==> src/rtl/lock_pkg.sv <==
// Shared lock definitions: state encoding, 5 MHz cycle constants,
// and the digit geometry used by both the entry and attempts blocks.
package lock_pkg;

  localparam int CLK_HZ          = 5_000_000;
  localparam int CODE_LEN_DEF    = 4;
  localparam int DIGIT_W_DEF     = 4;
  localparam int TIMEOUT_CYC_DEF = 5 * CLK_HZ;
  localparam int UNLOCK_CYC_DEF  = 3 * CLK_HZ;

  typedef enum logic [2:0] {
    S_IDLE,
    S_ENTRY,
    S_CHECK,
    S_UNLOCKED,
    S_BLOCKED,
    S_PROGRAM
  } state_t;

endpackage

==> src/rtl/lock_cycle_timer.sv <==
// Cycle timer: clr restarts at 0, en counts up, done holds at LIMIT-1.
// Ports: clk5, reset (sync, active-high), clr, en -> done.
module lock_cycle_timer #(
  parameter int LIMIT = 16
) (
  input  logic clk5,
  input  logic reset,
  input  logic clr,
  input  logic en,
  output logic done
);

  localparam int W = (LIMIT > 2) ? $clog2(LIMIT) : 1;

  logic [W-1:0] cnt;

  assign done = (cnt == W'(LIMIT - 1));

  always_ff @(posedge clk5) begin
    if (reset || clr) begin
      cnt <= '0;
    end else if (en && !done) begin
      cnt <= cnt + 1'b1;
    end
  end

endmodule

==> src/rtl/passcode_entry_ctrl.sv <==
// Keypad passcode sequencer: collects digits, checks on ENTER, pulses
// attempt/lock, times the unlocked window. PASSCODE_PROG_EN adds code programming.
// Ports: clk5, reset, key_valid/digit/enter/clear/prog, lockout, relock ->
//        attempt_pulse, lock_pulse, unlocked, digits_entered, prog_active.
module passcode_entry_ctrl
  import lock_pkg::*;
#(
  parameter int CODE_LEN    = CODE_LEN_DEF,
  parameter int DIGIT_W     = DIGIT_W_DEF,
  parameter logic [CODE_LEN*DIGIT_W-1:0] DEFAULT_CODE = 16'h1234,
  parameter int TIMEOUT_CYC = TIMEOUT_CYC_DEF,
  parameter int UNLOCK_CYC  = UNLOCK_CYC_DEF
) (
  input  logic                            clk5,
  input  logic                            reset,
  input  logic                            key_valid,
  input  logic [DIGIT_W-1:0]              key_digit,
  input  logic                            key_enter,
  input  logic                            key_clear,
  input  logic                            key_prog,
  input  logic                            lockout,
  input  logic                            relock,
  output logic                            attempt_pulse,
  output logic                            lock_pulse,
  output logic                            unlocked,
  output logic [$clog2(CODE_LEN+2)-1:0]   digits_entered,
  output logic                            prog_active
);

  localparam int BW = CODE_LEN * DIGIT_W;
  localparam int CW = $clog2(CODE_LEN + 2);
  localparam logic [CW-1:0] FULL = CW'(CODE_LEN);
  localparam logic [CW-1:0] OVER = CW'(CODE_LEN + 1);

  state_t        state_q, state_n;
  logic [BW-1:0] buf_q, buf_n;
  logic [CW-1:0] cnt_q, cnt_n;
  logic          ovf_q, ovf_n;
  logic [BW-1:0] code;
  logic          match;
  logic          take;
  logic          key_hit;
  logic          to_clr, to_done;
  logic          ut_clr, ut_done;

  function automatic logic [BW-1:0] put(
    input logic [BW-1:0]      b,
    input logic [CW-1:0]      idx,
    input logic [DIGIT_W-1:0] d
  );
    logic [BW-1:0] r;
    r = b;
    for (int i = 0; i < CODE_LEN; i++) begin
      if (idx == CW'(i)) begin
        r[(CODE_LEN-1-i)*DIGIT_W +: DIGIT_W] = d;
      end
    end
    return r;
  endfunction

  assign match = (cnt_q == FULL) && !ovf_q && (buf_q == code);

`ifdef PASSCODE_PROG_EN
  logic commit;

  always_ff @(posedge clk5) begin
    if (reset) begin
      code <= DEFAULT_CODE;
    end else if (commit) begin
      code <= buf_q;
    end
  end
`else
  logic prog_unused;

  assign prog_unused = key_prog;
  assign code        = DEFAULT_CODE;
`endif

  always_comb begin
    state_n = state_q;
    buf_n   = buf_q;
    cnt_n   = cnt_q;
    ovf_n   = ovf_q;
    take    = 1'b0;
    key_hit = 1'b0;
    ut_clr  = 1'b0;
`ifdef PASSCODE_PROG_EN
    commit  = 1'b0;
`endif
    unique case (state_q)
      S_IDLE: begin
        if (lockout) begin
          state_n = S_BLOCKED;
        end else if (key_valid && !key_clear && !key_enter) begin
          take    = 1'b1;
          state_n = S_ENTRY;
        end
      end
      S_ENTRY: begin
        if (lockout) begin
          state_n = S_BLOCKED;
        end else if (key_clear) begin
          state_n = S_IDLE;
        end else if (key_enter) begin
          state_n = S_CHECK;
        end else if (key_valid) begin
          take    = 1'b1;
          key_hit = 1'b1;
        end else if (to_done) begin
          state_n = S_IDLE;
        end
      end
      S_CHECK: begin
        ut_clr  = match;
        state_n = match ? S_UNLOCKED : S_IDLE;
      end
      S_UNLOCKED: begin
        if (relock || ut_done) begin
          state_n = S_IDLE;
`ifdef PASSCODE_PROG_EN
        end else if (key_prog) begin
          state_n = S_PROGRAM;
`endif
        end
      end
      S_BLOCKED: begin
        if (!lockout) begin
          state_n = S_IDLE;
        end
      end
`ifdef PASSCODE_PROG_EN
      S_PROGRAM: begin
        if (key_clear) begin
          state_n = S_UNLOCKED;
        end else if (key_enter) begin
          commit  = (cnt_q == FULL) && !ovf_q;
          ut_clr  = commit;
          state_n = S_UNLOCKED;
        end else if (key_valid) begin
          take    = 1'b1;
          key_hit = 1'b1;
        end else if (to_done) begin
          state_n = S_UNLOCKED;
        end
      end
`endif
      default: state_n = S_IDLE;
    endcase

    // Extra digits mark overflow without disturbing the buffer.
    if (take) begin
      if (cnt_q < FULL) begin
        buf_n = put(buf_q, cnt_q, key_digit);
        cnt_n = cnt_q + 1'b1;
      end else begin
        ovf_n = 1'b1;
        cnt_n = OVER;
      end
    end

    if (state_n != S_ENTRY && state_n != S_PROGRAM && state_n != S_CHECK) begin
      buf_n = '0;
      cnt_n = '0;
      ovf_n = 1'b0;
    end
  end

  assign to_clr = key_hit || (state_n != state_q);

  lock_cycle_timer #(
    .LIMIT (TIMEOUT_CYC)
  ) u_key_timer (
    .clk5  (clk5),
    .reset (reset),
    .clr   (to_clr),
    .en    (state_q == S_ENTRY || state_q == S_PROGRAM),
    .done  (to_done)
  );

  lock_cycle_timer #(
    .LIMIT (UNLOCK_CYC)
  ) u_unlock_timer (
    .clk5  (clk5),
    .reset (reset),
    .clr   (ut_clr),
    .en    (state_q == S_UNLOCKED),
    .done  (ut_done)
  );

  always_ff @(posedge clk5) begin
    if (reset) begin
      state_q        <= S_IDLE;
      buf_q          <= '0;
      cnt_q          <= '0;
      ovf_q          <= 1'b0;
      attempt_pulse  <= 1'b0;
      lock_pulse     <= 1'b0;
      unlocked       <= 1'b0;
      digits_entered <= '0;
      prog_active    <= 1'b0;
    end else begin
      state_q        <= state_n;
      buf_q          <= buf_n;
      cnt_q          <= cnt_n;
      ovf_q          <= ovf_n;
      attempt_pulse  <= (state_q == S_CHECK) && !match;
      lock_pulse     <= (state_q == S_CHECK) && match;
      unlocked       <= (state_n == S_UNLOCKED) || (state_n == S_PROGRAM);
      digits_entered <= (state_n == S_ENTRY || state_n == S_PROGRAM) ? cnt_n : '0;
      prog_active    <= (state_n == S_PROGRAM);
    end
  end

endmodule

==> config.mk <==
export PLATFORM = sky130hd
export DESIGN_NAME = passcode_entry_ctrl
export DESIGN_NICKNAME = d
export VERILOG_FILES = /design/src/rtl/lock_pkg.sv /design/src/rtl/lock_cycle_timer.sv /design/src/rtl/passcode_entry_ctrl.sv
export SDC_FILE = /design/constraint.sdc
export NUM_CORES = 1
export LEC_CHECK = 0
export ABC_AREA = 1
export BUFFER_PORTS_ARGS = -buffer_cell sky130_fd_sc_hd__buf_2
export CAP_MARGIN = 10
export CORE_UTILIZATION = 50
export CTS_BUF_LIST = sky130_fd_sc_hd__clkbuf_16
export CTS_CLUSTER_SIZE = 30
export DETAILED_ROUTE_END_ITERATION = 8
export PLACE_DENSITY = 0.77
export REMOVE_ABC_BUFFERS = 1
export SLEW_MARGIN = 20
export SYNTH_ARGS = -nofsm -noshare
export SYNTH_HDL_FRONTEND = slang
export SYNTH_HIERARCHICAL = 1
export SYNTH_SLANG_ARGS = --single-unit
==> constraint.sdc <==
create_clock -name clk5 -period 2.5 [get_ports clk5]
set_input_delay 0.25 -clock clk5 [delete_from_list [all_inputs] [get_ports clk5]]
set_output_delay 0.25 -clock clk5 [all_outputs]
set_load 0.02 [all_outputs]
==> results of run 1 <==
-- routing by layer --
metal / share of wire / wire length (um) / global-route usage / vias up
met5: 0 / 0 / 0 / -
met4: 0.019 / 184 / 0.0933 / 0
met3: 0.045 / 436 / 0.0537 / 18
met2: 0.50 / 4900 / 0.390 / 100
met1: 0.43 / 4200 / 0.275 / 1944
li1: - / - / - / 2165
-- where the power goes --
part           switching [W]  internal, W   total, W
combinational      0.0000608    0.0000324  0.0000932
clock               0.000554     0.000899    0.00145
sequential        0.00000240      0.00126    0.00126
-- cell families after synthesis --
logic type,after synthesis
compound gates,82
flops,79
fa+ha+maj,6
buf+inv,81
other cells,1
simple gates,393
xor+xnor,6
-- cells in the final DEF, fill, tap and decap left out, drive strengths merged, types with 19 or more instances in the layout --
| master | netlist | final |
|---|---|---|
| nand2 | 160 | 160 |
| nor2 | 115 | 115 |
| dfxtp | 79 | 79 |
| inv | 68 | 73 |
| nand3 | 71 | 71 |
| a21oi | 58 | 58 |
| buf | 8 | 26 |
| o21ai | 21 | 21 |
| nor3 | 20 | 20 |
| nand4 | 19 | 19 |
-- per-stage QoR --
stage / util / instance area (um^2) / total power (W) / TNS, ns / hold WS [ns]
2_1_floorplan: - / 4330 / 0.00134 / -5.66 / 0.319
3_3_place_gp: 0.549 / 4600 / 0.00137 / 0 / 0.458
3_5_place_dp: 0.549 / 4600 / 0.00137 / 0 / 0.466
4_1_cts: 0.589 / 4940 / 0.00284 / 0 / 0.142
5_1_grt: 0.595 / 4980 / 0.00291 / -0.0142 / 0.165
6_report: 0.595 / 4980 / 0.00281 / 0 / 0.174
-- timing repair --
item                                    CTS  global route
setup buffers                             0             2
pin swaps                                 0             1
endpoints found under the setup margin    6            24
gates resized for setup                   1             8
hold buffers                              0             0
-- area by class of cell --
| class | instances | share of cell area |
|---|---|---|
| clock buffers | 9 | 0.0452 |
| clock inverters | 7 | 0.0218 |
| inverters | 70 | 0.0530 |
| multi-input cells | 488 | 0.502 |
| flip-flops and latches | 79 | 0.318 |
| well taps | 105 | 0.0264 |
| repair buffers | 26 | 0.0339 |
-- registers in the layout, summed over array words and instances (netlist names) --
register,count
cnt_q,3
buf_q,16
prog_active,1
digits_entered,3
attempt_pulse,1
lock_pulse,1
u_key_timer/cnt,25
ovf_q,1
u_unlock_timer/cnt,24
state_q,3
unlocked,1
-- path summary, 6_finish.rpt --
kind	from	to	slack, ns	cells past startpoint
worst max register to register	u_key_timer/cnt[0]	u_key_timer/cnt[17]	0.23	19
worst min register to register	buf_q[8]	buf_q[8]	0.47	2
worst max-delay path	u_key_timer/cnt[0]	u_key_timer/cnt[17]	0.23	19
worst min-delay path	reset	unlocked	0.17	2
==> metrics, run 1 <==
Critical Path Most Common Cell nand2_1; DRC 0; global placement routability congestion 0.905; area share of the largest cell type after synthesis 0.359; Crit Path Class reg2reg; Req. time, crit path 2.77 ns; vias in the first global route 3719; PortBufs 17; die height 95.8 um; Post-Place Cells 766; core box area 8380 um^2; Synth Area in Simple Gates 0.423; Die Span X 95.8 um; syn_area_per_cell 6.79 um^2; Synth area leaders dfxtp_1 36%, nand2_1 13%, nor2_1 8.4%; Leak 1.71 nW; critical path's slowest cell dfxtp_1; CTS HTree Levels 3; Period minus WS final 2.27 ns; Synth Instances 648; 1st-pass router iterations 5; setup ws final 0.229 ns; max incr delay on CP 0.35 ns; Layout Cells excl Fill 784; clk_lat worst skew 0.34 ns; Async SR Flop Fraction 0; Row Count 33; top cells by count, synth 149 x nand2_1, 99 x nor2_1, 79 x dfxtp_1, 61 x nand3_1, 58 x inv_1; Buf+Inv Stages, Crit Path 4; Boundary Pins 19; Distinct cells, synth 36; first-pass GRT wire length 16300 um; Primary FF master, synth dfxtp_1; total track usage 0.228; worst slew pin tran 0.723 ns; Worst Path Arrival 2.54 ns; FMAX 0.440 GHz; antenna violations before repair 0; multi-input logic area 2500 um^2; clock root buffer clkbuf_16; number of vias per cell 5.39; CTS Sinks 79; Initial DRC Count 157; clk_skew 0.00809 ns; status finished clean; Routed Antenna Nets 0; largest area contributor in the netlist dfxtp_1; family with the most delay on the worst path simple AND/OR/NAND/NOR gates; most numerous cell in the Yosys netlist nand2_1; DP Worst Slack 0.0284 ns; drt total wl 9730 um; max-slew violations 0; final hold viol count 0; Num CTS Buffers 9; fillers 763; post-synthesis mux area share 0; power per standard cell area 564 nW/um^2; Worst Setup End Kind register; proportion of layout cells with a drive suffix above 1 0.181; FF+latch count, synth 79; final worst path period share 0.908; worst vdd ir 0.311 mV; DP HPWL 7100 um; Initial Util 0.525; final number of setup-violating endpoints 0; Rel. slew slack 0.518; Synth-to-Final Area Change 13.2%; Synth Area in XOR/XNOR 0.0119; Die ar. 9190 um^2; Hold Crit Class in2reg; Max clock buf depth 2; Crit Path Max Fanout 9; CTS clk-pin slew, worst paths 0.06 ns; Startpoint Class register; largest family of logic cells by synthesized area simple AND/OR/NAND/NOR gates; DR WL/cell 12.4 um; CTS tree yes; adder-cell area share of the yosys netlist 0.0171; synthesis warning total 6; post-synthesis sequential area ratio 0.359; max cap viols 0; largest net degree at the start of global routing 23; EDFF count, synth 0; grt ovf 0; Compound-Gate Fraction of Synth Area 0.111; synthesized cell area 4400 um^2; crit path cell chain ha_2, nand3_2, clkinv_2, nand4_1, nor2_1, nand2_1, nand2_1, a21oi_2, nand2_2, nand3_2, nand2_1, nand2_1, inv_1, nand2_1, nor2_2, buf_6, buf_12, o21ai_1, nor2_1; NumNets Final 692; routed vias 4227; FF+latch area 1580 um^2; ANT cells 0
No activity file was read; power rests on OpenSTA's default activity.
==> run 2, diff against run 1 <==
Settings changed: CORE_ASPECT_RATIO set to 1.75, CTS_BUF_LIST sky130_fd_sc_hd__clkbuf_16 to sky130_fd_sc_hd__clkbuf_4.
==> run 2 against run 1 <==
Non-clock buffer count is 8 higher. Maximum frequency is 3.5% lower. Utilization is 3.0 points lower. Routed wire length is 8.0% higher. Clock skew is 0.0039 ns higher. Count of clock-buffer cells in the layout is 2 higher. Critical path depth is 1 lower. Critical path type unchanged.
==> metrics, run 2 (synthesis gave the netlist of run 1 again) <==
Net Sw Frac 0.256 (+0.0362); final hold viol count 0 (unchanged); largest net degree at the start of global routing 23 (unchanged); CTS HTree Levels 3 (unchanged); Layout Cells excl Fill 805 (+2.7%); first-pass GRT wire length 17100 um (+4.4%); Crit Path Max Fanout 6 (-3); Synth-to-Final Area Change 10.4%; clock share of power 0.334 (-0.183); antenna violations before repair 1 (+1); Startpoint Class register; top flop regs u_key_timer/cnt (25), u_unlock_timer/cnt (24), buf_q (16); combinational power share 0.048 (+0.015); commonest non-fill, non-tap cell in the layout nand2_1; Period minus WS final 2.35 ns (+0.0835 ns); hold path cells 2 (unchanged); RSZ-0062 raised after global routing false; DR WL/cell 13.0 um (+5.2%); Post-Place Cells 782 (+2.1%); Initial Util 0.511 (-0.0142); Worst Path Arrival 2.69 ns (+0.15 ns); Boundary Pins 19 (unchanged); DP HPWL 7920 um (+11%); Reg2Reg Depth 18 (-1); max cap viols 0 (unchanged); die height 126 um (+32%); worst vdd ir 0.382 mV (+23%); proportion of layout cells with a drive suffix above 1 0.195 (+0.0139); WHS 0.0790 ns (-0.0953 ns); clock root buffer clkbuf_4; Hold Crit Class in2reg; drt total wl 10500 um (+8.0%); setup tns final 0 ns (unchanged); Flop pwr share 0.618 (+0.168); fillers 843 (+10%); DP Worst Slack -0.0792 ns (-0.108 ns); Die Span X 72.9 um (-24%); CTS clk-pin slew, worst paths 0.13 ns (+0.07 ns); final number of setup-violating endpoints 0 (unchanged); worst slew pin tran 0.725 ns (+0.00281 ns); max-slew violations 0 (unchanged); core box area 8610 um^2 (+2.8%); NumNets Final 700 (+1.2%); DRC 0 (unchanged); largest reg by FF count u_key_timer/cnt; FMAX 0.425 GHz (-3.5%); number of vias per cell 5.31 (-1.5%); multi-input logic area 2520 um^2 (+0.55%); Initial DRC Count 264 (+68%); clk_lat worst skew 0.43 ns (+0.09 ns); Pint 0.00152 W (-31%); Max clock buf depth 2 (unchanged); hold bufs inserted after CTS 0 (unchanged); global placement routability congestion 0.990 (+9.4%); Routed Antenna Nets 0 (unchanged); most frequent cells in the layout 148 x nand2_1, 96 x nor2_1, 76 x dfxtp_1; Req. time, crit path 2.84 ns (+0.07 ns); FF+latch area 1590 um^2 (+0.16%); 1st-pass router iterations 5 (unchanged); final worst path period share 0.942 (+0.0334); Die ar. 9200 um^2 (+0.16%); PortBufs 17 (unchanged); Rel. slew slack 0.516 (-0.00187); setup ws final 0.146 ns (-0.0835 ns); P_sw 0.000523 W (-15%); Worst Setup End Kind register; status finished clean; vias in the first global route 4037 (+8.6%); clk_skew 0.0120 ns (+0.00387 ns); Leak 1.66 nW (-3.0%); power per standard cell area 421 nW/um^2 (-25%); Num CTS Buffers 9 (unchanged); routed vias 4275 (+1.1%); total track usage 0.236 (+0.00817); Row Count 45 (+36%); fin util 0.564 (-0.0303); grt ovf 0 (unchanged); Largest register FFs 25 (unchanged); CTS Sinks 79 (unchanged); CTS tree yes; Crit Path Class reg2reg
## run 2: changes by cell type in the layout (fill, tap and decap cells not counted), sizes merged
cell and change:
clkinv +2, clkbuf +2, clkinvlp +1, diode +1, bufinv -2, buf +8, inv -3
## run 2: routing by layer
metal,wire length (um),track usage
met1,4010,0.234
met2,5750,0.443
met3,281,0.0448
met4,470,0.133
met5,0,0
## run 2: power groups by stage
stage	sequential [W]	clock [W]	combinational, W
6_report	0.00126	0.000684	0.0000974
5_1_grt	0.00126	0.000759	0.000107
4_1_cts	0.00126	0.000711	0.0000852
3_5_place_dp	0.00129	0	0.0000845
3_3_place_gp	0.00129	0	0.0000824
2_1_floorplan	0.00129	0	0.0000496
## run 2: repair_timing
item,in CTS,in global routing
resized for setup,2,13
cloned,0,1
setup buffers,0,5
endpoints found under the setup margin,7,25
pin swaps,0,5
## run 2: worst paths after layout
path / from / to / slack [ns]
worst max-delay path: u_key_timer/cnt[22] / u_key_timer/cnt[22] / 0.15
worst min-delay path: reset / unlocked / 0.08
worst max register to register: u_key_timer/cnt[22] / u_key_timer/cnt[22] / 0.15
worst min register to register: buf_q[2] / buf_q[2] / 0.48
## run 2: layout make-up
type                    count  share of cell area
well taps                 117              0.0301
inverters                  70              0.0551
multi-input cells         488               0.518
clock buffers              11              0.0170
flip-flops and latches     79               0.326
repair buffers             34              0.0466
diodes                      1            0.000515
clock inverters             5             0.00695
## run 2: stage by stage
stage | instance area (um^2) | power [W]
after global routing | 4860 | 0.00213
final | 4860 | 0.00204
after global placement | 4660 | 0.00137
after CTS | 4780 | 0.00206
after floorplan | 4330 | 0.00134
after detailed placement | 4660 | 0.00138
## run 2: worst max-delay path: stages (launching register included)
cell,delay [ns]
dfxtp_2,0.36
inv_1,0.07
nor4_2,0.32
nand4_1,0.21
nor2_1,0.16
nand2_1,0.08
nand2_1,0.06
nand2_1,0.04
nand4_1,0.08
buf_4,0.13
nand4_1,0.10
nand2_1,0.08
clkinv_1,0.05
nand2_1,0.10
nor2_4,0.06
buf_6,0.13
buf_4,0.14
nand2_1,0.06
nor2_1,0.03
==> run 3, diff against run 2 <==
Settings changed: ABC_AREA 1 to unset, BUFFER_PORTS_ARGS -buffer_cell sky130_fd_sc_hd__buf_2 to -buffer_cell sky130_fd_sc_hd__buf_4, PLACE_DENSITY 0.77 to 0.78, SLEW_MARGIN 20 to unset.
==> run 3 against run 2 <==
Critical path depth decreased by 6. Register-to-register slack worse by 0.07 ns. Highest routed layer unchanged. Synthesized cell count down 37%. Cell count is 34% lower.
==> metrics, run 3 <==
CTS tree yes; max-slew violations 0 (unchanged); power per standard cell area 519 nW/um^2 (+23%); DP Worst Slack 0.0595 ns (+0.139 ns); CTS Sinks 79 (unchanged); global placement routability congestion 0.872 (-12%); Worst Hold Launch reset; clock root buffer clkbuf_4; Num CTS Buffers 9 (unchanged); final worst path period share 0.969 (+0.0276); Startpoint Class register; Req. time, crit path 2.83 ns (about the same); clk_lat worst skew 0.43 ns (about the same); Primary FF master, synth dfxtp_1; vias in the first global route 2879 (-29%); top flop regs u_key_timer/cnt (25), u_unlock_timer/cnt (24), buf_q (16); fillers 638 (-24%); Crit Path Max Fanout 6 (unchanged); most numerous cell in the Yosys netlist dfxtp_1; area share of the largest cell type after synthesis 0.430 (+0.0704); top cells by count, synth 79 x dfxtp_1, 72 x nor2_1, 31 x xor2_1, 26 x nand2_1, 20 x nand3_1; post-synthesis sequential area ratio 0.430 (+0.0704); clk_skew 0.0142 ns (+0.00222 ns); DP HPWL 5410 um (-32%); hold bufs inserted after CTS 0 (unchanged); antenna violations before repair 0 (-1); routed vias 2965 (-31%); worst vdd ir 0.414 mV (+8.2%); Initial Util 0.513 (+0.00143); Routed Antenna Nets 0 (unchanged); Initial DRC Count 123 (-53%); 1st-pass router iterations 4 (-1); drt total wl 7420 um (-29%); crit path from u_key_timer/cnt[0]; Worst Setup End Kind register; Worst Path Arrival 2.75 ns (+0.06 ns); Synth Instances 406 (-37%); CTS clk-pin slew, worst paths 0.11 ns (-0.02 ns); CTS HTree Levels 3 (unchanged); Die ar. 7720 um^2 (-16%); Die Span X 66.9 um (-8.3%); Leak 1.64 nW (-1.2%); Async SR Flop Fraction 0 (unchanged); status finished clean; Boundary Pins 19 (unchanged); Distinct cells, synth 58 (+61%); first-pass GRT wire length 12500 um (-27%); Hold Crit Class in2reg; Crit Path Class reg2reg; largest area contributor in the netlist dfxtp_1; die height 116 um (-8.4%); synthesized cell area 3680 um^2 (-16%); R2R Path Start u_key_timer/cnt[0]; total track usage 0.212 (-0.0241); number of vias per cell 5.56 (+4.8%); DR WL/cell 13.9 um (+6.7%); Reg2Reg Depth 12 (-6); syn_area_per_cell 9.07 um^2 (+33%); synthesis warning total 6 (unchanged); largest reg by FF count u_key_timer/cnt; core box area 7180 um^2 (-17%); Row Count 41 (-8.9%); grt ovf 0 (unchanged); Largest register FFs 25 (unchanged); ANT cells 0 (-1); fin util 0.584 (+0.0199); setup ws final 0.0769 ns (-0.0690 ns); Synth area leaders dfxtp_1 43%, xor2_1 7.4%, nor2_1 7.3%; Max clock buf depth 2 (unchanged); PortBufs 17 (unchanged); EDFF count, synth 0 (unchanged); Worst R2R Setup Slack 0.08 ns (-0.07 ns); final number of setup-violating endpoints 0 (unchanged); DRC 0 (unchanged); post-route cell area 4200 um^2 (-14%); hold path cells 2 (unchanged); worst slew pin tran 0.608 ns (-0.117 ns); commonest non-fill, non-tap cell in the layout dfxtp_1; Synth-to-Final Area Change 14.0%; final hold viol count 0 (unchanged); largest net degree at the start of global routing 21 (-8.7%); Layout Cells excl Fill 533 (-34%); FMAX 0.413 GHz (-2.8%); Period minus WS final 2.42 ns (+0.0690 ns); FF+latch count, synth 79 (unchanged); most frequent cells in the layout 74 x dfxtp_1, 72 x nor2_1, 32 x buf_4; max cap viols 0 (unchanged); NumNets Final 460 (-34%); Post-Place Cells 512 (-35%); placed cell area 3970 um^2 (-15%); Rel. slew slack 0.592 (+0.0764); setup tns final 0 ns (unchanged); proportion of layout cells with a drive suffix above 1 0.188 (-0.00713)
[run 3: per-stage QoR]
step	power, W	hold slack (ns)
floorplan	0.00132	0.319
finish	0.00218	0.0769
global placement	0.00136	0.456
CTS	0.00220	0.0400
detailed placement	0.00137	0.459
global route	0.00228	0.0625
[run 3: area by class of cell]
class,instances,area (um^2),area share
multi-input cells,309,2030,0.485
flip-flops and latches,79,1590,0.378
repair buffers,36,285,0.0680
well taps,86,108,0.0256
clock buffers,11,82.6,0.0197
clock inverters,5,72.6,0.0173
inverters,7,26.3,0.00626
[run 3: where the power goes]
| group | internal [W] | leakage (nW) | switching [W] |
|---|---|---|---|
| combinational | 0.0000376 | 0.915 | 0.0000482 |
| sequential | 0.00126 | 0.639 | 0.00000277 |
| clock | 0.000421 | 0.0859 | 0.000406 |
| total | 0.00172 | 1.64 | 0.000457 |
[run 3: what timing repair did]
item / CTS / global route
setup endpoints to repair: 0 / 24
gates resized for setup: 0 / 16
buffers inserted: 0 / 3
[run 3: final timing paths]
path | endpoint
setup / recovery | u_key_timer/cnt[0]
setup reg to reg | u_key_timer/cnt[0]
hold / removal | state_q[2]
hold reg to reg | ovf_q
[run 3: worst max-delay path, cell delays in order (launching register included)]
cell and delay, ns:
dfxtp_2 0.36, ha_2 0.18, and3b_1 0.18, nand4_2 0.15, or3_4 0.40, inv_1 0.06, nor2b_1 0.05, o211ai_2 0.21
nor4b_2 0.08, o31ai_2 0.26, or2_4 0.21, buf_6 0.13, nor2_1 0.05
[run 3: routing by layer]
metal | track usage | share of wire
met5 | 0 | 0
met4 | 0.130 | 0.023
met3 | 0.0364 | 0.018
met2 | 0.391 | 0.57
met1 | 0.213 | 0.39
[run 3: logic make-up (layout without fill, tap and decap cells)]
family | Yosys count | count (layout) | synth area share
and+or+nand+nor | 213 | 213 | 0.330
DFF | 79 | 79 | 0.430
xor gates and xnor gates | 37 | 37 | 0.0880
AOI/OAI and AO/OA | 35 | 35 | 0.0625
buffers and inverters | 18 | 59 | 0.0221
muxes | 17 | 17 | 0.0462
adders and majority gates | 6 | 6 | 0.0204
other | 1 | 1 | 0.00102
